`config.mk`:
```
export PLATFORM = sky130hd
export DESIGN_NAME = score_keeper
export DESIGN_NICKNAME = d
export VERILOG_FILES = /design/src/rtl/score_keeper.sv
export SDC_FILE = /design/constraint.sdc
export NUM_CORES = 1
export LEC_CHECK = 0
export CAP_MARGIN = 20
export CORE_MARGIN = 5
export CORE_UTILIZATION = 35
export DETAILED_ROUTE_END_ITERATION = 10
export SLEW_MARGIN = 5
export SYNTH_ARGS = -nofsm -noshare
export SYNTH_HDL_FRONTEND = slang
export SYNTH_SLANG_ARGS = --single-unit
```
`constraint.sdc`:
```
create_clock -name clk -period 5.7 [get_ports clk]
set_input_delay 0.57 -clock clk [delete_from_list [all_inputs] [get_ports clk]]
set_output_delay 0.57 -clock clk [all_outputs]
set_load 0.01 [all_outputs]
```
`src/rtl/score_keeper.sv`:
```
// score_keeper: Pong match controller - scores, post-point freeze, win detect and winner blink
module score_keeper #(
  parameter int WIN_SCORE    = 9,
  parameter int PAUSE_FRAMES = 60,
  parameter int BLINK_FRAMES = 30
) (
  input  logic       clk,
  input  logic       reset,
  input  logic       frame_tick,
  input  logic       start,
  input  logic       point_left,
  input  logic       point_right,
  output logic [3:0] score_left,
  output logic [3:0] score_right,
  output logic       show_left,
  output logic       show_right,
  output logic       play_en,
  output logic       serve_dir,
  output logic       game_over,
  output logic       winner
);
  localparam logic [3:0] WIN = 4'(WIN_SCORE);
  localparam logic [7:0] PF  = 8'(PAUSE_FRAMES);
  localparam logic [7:0] BF  = 8'(BLINK_FRAMES);
  typedef enum logic [1:0] {IDLE, PLAY, PAUSE, OVER} state_t;
  state_t state, state_d;
  logic [3:0] sl_d, sr_d;
  logic [7:0] pcnt, pcnt_d, bcnt, bcnt_d;
  logic blink, blink_d, start_q, serve_d, win_d;
  always_ff @(posedge clk or posedge reset) begin
    if (reset) begin
      state       <= IDLE;
      score_left  <= '0;
      score_right <= '0;
      pcnt        <= '0;
      bcnt        <= '0;
      blink       <= 1'b1;
      start_q     <= 1'b0;
      serve_dir   <= 1'b0;
      winner      <= 1'b0;
      play_en     <= 1'b0;
      game_over   <= 1'b0;
      show_left   <= 1'b1;
      show_right  <= 1'b1;
    end else begin
      state       <= state_d;
      score_left  <= sl_d;
      score_right <= sr_d;
      pcnt        <= pcnt_d;
      bcnt        <= bcnt_d;
      blink       <= blink_d;
      start_q     <= start;
      serve_dir   <= serve_d;
      winner      <= win_d;
      play_en     <= state_d == PLAY;
      game_over   <= state_d == OVER;
      show_left   <= !(state_d == OVER && !win_d) || blink_d;
      show_right  <= !(state_d == OVER && win_d) || blink_d;
    end
  end
  always_comb begin
    state_d = state;
    sl_d    = score_left;
    sr_d    = score_right;
    pcnt_d  = pcnt;
    bcnt_d  = bcnt;
    blink_d = blink;
    serve_d = serve_dir;
    win_d   = winner;
    unique case (state)
      IDLE: begin
        sl_d    = '0;
        sr_d    = '0;
        win_d   = 1'b0;
        blink_d = 1'b1;
        if (start) state_d = PLAY;
      end
      PLAY: begin
        if (point_left && point_right) begin
          state_d = PAUSE;
          pcnt_d  = PF;
        end else if (point_left || point_right) begin
          sl_d    = point_left && score_left < WIN ? score_left + 4'd1 : score_left;
          sr_d    = point_right && score_right < WIN ? score_right + 4'd1 : score_right;
          serve_d = point_left;
          pcnt_d  = PF;
          state_d = PAUSE;
          if (sl_d == WIN || sr_d == WIN) begin
            state_d = OVER;
            win_d   = point_right;
            bcnt_d  = BF;
            blink_d = 1'b1;
          end
        end
      end
      PAUSE: begin
        if (frame_tick) begin
          pcnt_d = pcnt - {7'd0, pcnt != 8'd0};
          if (pcnt <= 8'd1) state_d = PLAY;
        end
      end
      OVER: begin
        // edge-qualified so a start held since the winning point cannot restart
        if (start && !start_q) begin
          state_d = IDLE;
          sl_d    = '0;
          sr_d    = '0;
          win_d   = 1'b0;
          blink_d = 1'b1;
          bcnt_d  = '0;
        end else if (frame_tick) begin
          bcnt_d  = bcnt <= 8'd1 ? BF : bcnt - 8'd1;
          blink_d = bcnt <= 8'd1 ? !blink : blink;
        end
      end
      default: state_d = IDLE;
    endcase
  end
endmodule

```
==> reports/summary.txt <==
Most frequent cells in the layout - dfrtp_1 (31), nand2_1 (26), clkdlybuf4s50_1 (19)
Mapped cell area - 0.00200 mm2
Mean Syn Cell Area - 9.12 um2
Crit path max fanout - 7
Core Region - 0.00554 mm2
Maxcap violations - 0
Worst hold start - pcnt[0]
Nets - 260
Die width - 85.6 um
Critical path class - in -> reg
Reg2Reg Capture Point - pcnt[6]
Post-Syn Nets - 236
Clk network pwr share - 0.195
Endpoint type of the worst setup path - flip-flop
Die area - 0.00732 mm2
Area growth syn-to-layout - 18.5%
Cell total after placement - 308
R2R Setup Slk - 3290 ps
Post-route DRC violation count - 0
Hold Path Depth - 2
Largest net degree at the start of global routing - 35
Seq/Total Area, Yosys - 0.428
Number of core rows - 27
HP Class - reg -> reg
Syn Inst Count - 219
Antenna cell count - 0
Root buf cell - clkbuf_8
Hold Path End - pcnt[0]
I/O Buffers - 19
Clock Latency Late Sink - 280 ps
Drt first pass iters - 4
CTS resizes - 0
Max Buffers Root-to-Sink - 2
Yosys cell types - 46
DRT Wirelength - 4.63 mm
Fin Setup TNS - 0 ps
Rel. slew slack - 0.294
Final instance area - 0.00237 mm2
Synth area leaders - dfrtp_1 (39%), ha_1 (6.9%), nand2_1 (4.9%), dfstp_2 (3.9%), a21oi_1 (3.5%)
I/O pin count - 20
Number of global-route vias before repair - 1,719
Post-detail-place hpwl - 3.35 mm
Share of layout cells above drive strength 1 - 0.0697
Slew Limit Fails - 0
CTS Sinks - 34
Vias/cell - 5.47
Worst R2R Start - pcnt[5]
Max IR drop VDD - 0.162 mV
Antenna Violating Nets Remaining - 0
Final setup violation count - 0
Wire per inst - 14.6 um
Tightest Pin Transition - 1030 ps
Initial antenna violation count - 0
Combinational power share - 0.406
Final min period - 3030 ps
Post-synth top area share - 0.388
Max Fclk - 0.330 GHz
Power, Total - 0.966 mW
Yosys synthesis warning count - 0
Worst path arrival time - 3240 ps
Final Non-Filler Cells - 316
Ys async rst share - 1.00
CTS tree - done
Post-synthesis register bit count - 34
Power Internal - 0.571 mW
Post-synth EDFFs - 0
Critical Path RT - 5910 ps
Reg clk slew, reported paths - 70 ps
Final Skew - 2.39 ps
Net Sw Frac - 0.409
Sequential Power Share - 0.400
Prevailing post-synth register cell - dfrtp_1
Pwr Density - 408 mW/mm2
Post-CTS setup buffers - 0
CTS H-tree depth - 2
Outcome - complete, no violations
GPL Wtd Cong - 0.860
Final Hold Viols - 0
CTS buffer count - 5
Via count - 1,727
Initial Util - 0.361
Yosys top cell by area - dfrtp_1
R2r worst-path depth - 9
Leakage - 0.960 nW
# hold bufs at CTS - 0
Placement Cell Area - 0.00227 mm2
Total gr overflow - 0
Setup crit start kind - input pin
First-pass GRT wire length - 8.03 mm
Final worst-path cycle share - 0.532
Iter 0 DRT Violations - 89
Commonest non-fill, non-tap cell in the layout - dfrtp_1
Switching pwr - 0.395 mW
RSZ-0062 raised after global routing - no
GRT Total Usage - 0.135
Die Span Y - 85.6 um
==> kinds of logic after synthesis <==
family          count (synthesis)  share of synthesized area
compound gates                 69                      0.231
flops                          34                      0.428
fa+ha+maj                      11                     0.0689
buf+inv                        19                     0.0363
xor+xnor                        4                     0.0175
simple gates                   82                      0.219
==> power by group through the flow <==
stage / clock [mW] / combinational [mW] / sequential (mW)
3_5_place_dp: 0 / 0.393 / 0.390
4_1_cts: 0.194 / 0.395 / 0.385
6_report: 0.188 / 0.392 / 0.386
5_1_grt: 0.204 / 0.449 / 0.398
2_1_floorplan: 0 / 0.296 / 0.368
3_3_place_gp: 0 / 0.388 / 0.391
==> area by class of cell <==
cell class,instances,area [um2]
Clock buffer,6,82.6
Multi-Input combinational cell,166,1070
Timing Repair Buffer,20,198
Tap cell,72,90.1
Fill cell,575,3170
Sequential cell,34,855
Inverter,16,60.1
Clock inverter,2,12.5
==> worst max-delay path by stage <==
stage,end,start,depth (start not counted),slack [ps]
final,bcnt[7],point_left,7,2670
after global routing,bcnt[6],point_left,7,2480
after CTS,bcnt[7],point_left,7,2720
after detailed placement,bcnt[7],point_left,7,2430
after global placement,bcnt[7],point_left,7,2460
after floorplan,bcnt[6],point_left,6,3400
==> layer usage <==
layer / routed length, um / up-vias / part of all wire / GRT usage
li1: - / 859 / - / -
met1: 2270 / 822 / 0.49 / 0.175
met2: 2060 / 37 / 0.45 / 0.216
met3: 225 / 9 / 0.049 / 0.0346
met4: 68 / 0 / 0.015 / 0.0504
met5: 0 / - / 0 / 0
==> worst max-delay path, cell delays in order <==
cell and delay (ps):
clkdlybuf4s50_1 600, inv_1 130, ha_1 270, or3_1 400, a2111oi_0 900, a31oi_1 180, a31oi_1 180
==> through the flow <==
stage | utilization | setup WS (ps) | hold slack [ps]
2_1_floorplan | - | 3400 | 449
3_3_place_gp | 0.410 | 2460 | 469
3_5_place_dp | 0.410 | 2430 | 470
4_1_cts | 0.428 | 2720 | 493
5_1_grt | 0.428 | 2480 | 527
6_report | 0.428 | 2670 | 494
==> Yosys cell counts (2+ instances only) <==
cell type,instances
or3_1,4
nand3_1,8
dfstp_2,3
clkbuf_1,2
nand2_1,26
o211ai_1,3
o31ai_1,3
inv_1,16
o22a_1,3
a21o_1,3
nand2b_1,6
xor2_1,2
nor2b_1,3
a32o_1,2
ha_1,11
nor4_1,3
and2_1,2
o2111ai_1,2
a311oi_1,2
a21oi_1,14
nor2_1,12
nor3_1,6
o21ai_0,14
a31oi_1,11
o2bb2ai_1,2
a2111oi_0,3
xnor2_1,2
nor3b_1,2
dfrtp_1,31
or4_1,2
==> sequential cells by signal, indices dropped and copies added (netlist names) <==
register,flops
serve_dir,1
score_left,4
game_over,1
pcnt,8
bcnt,8
state,2
score_right,4
play_en,1
start_q,1
show_left,1
blink,1
winner,1
show_right,1
(Power assumes the default switching activity.)
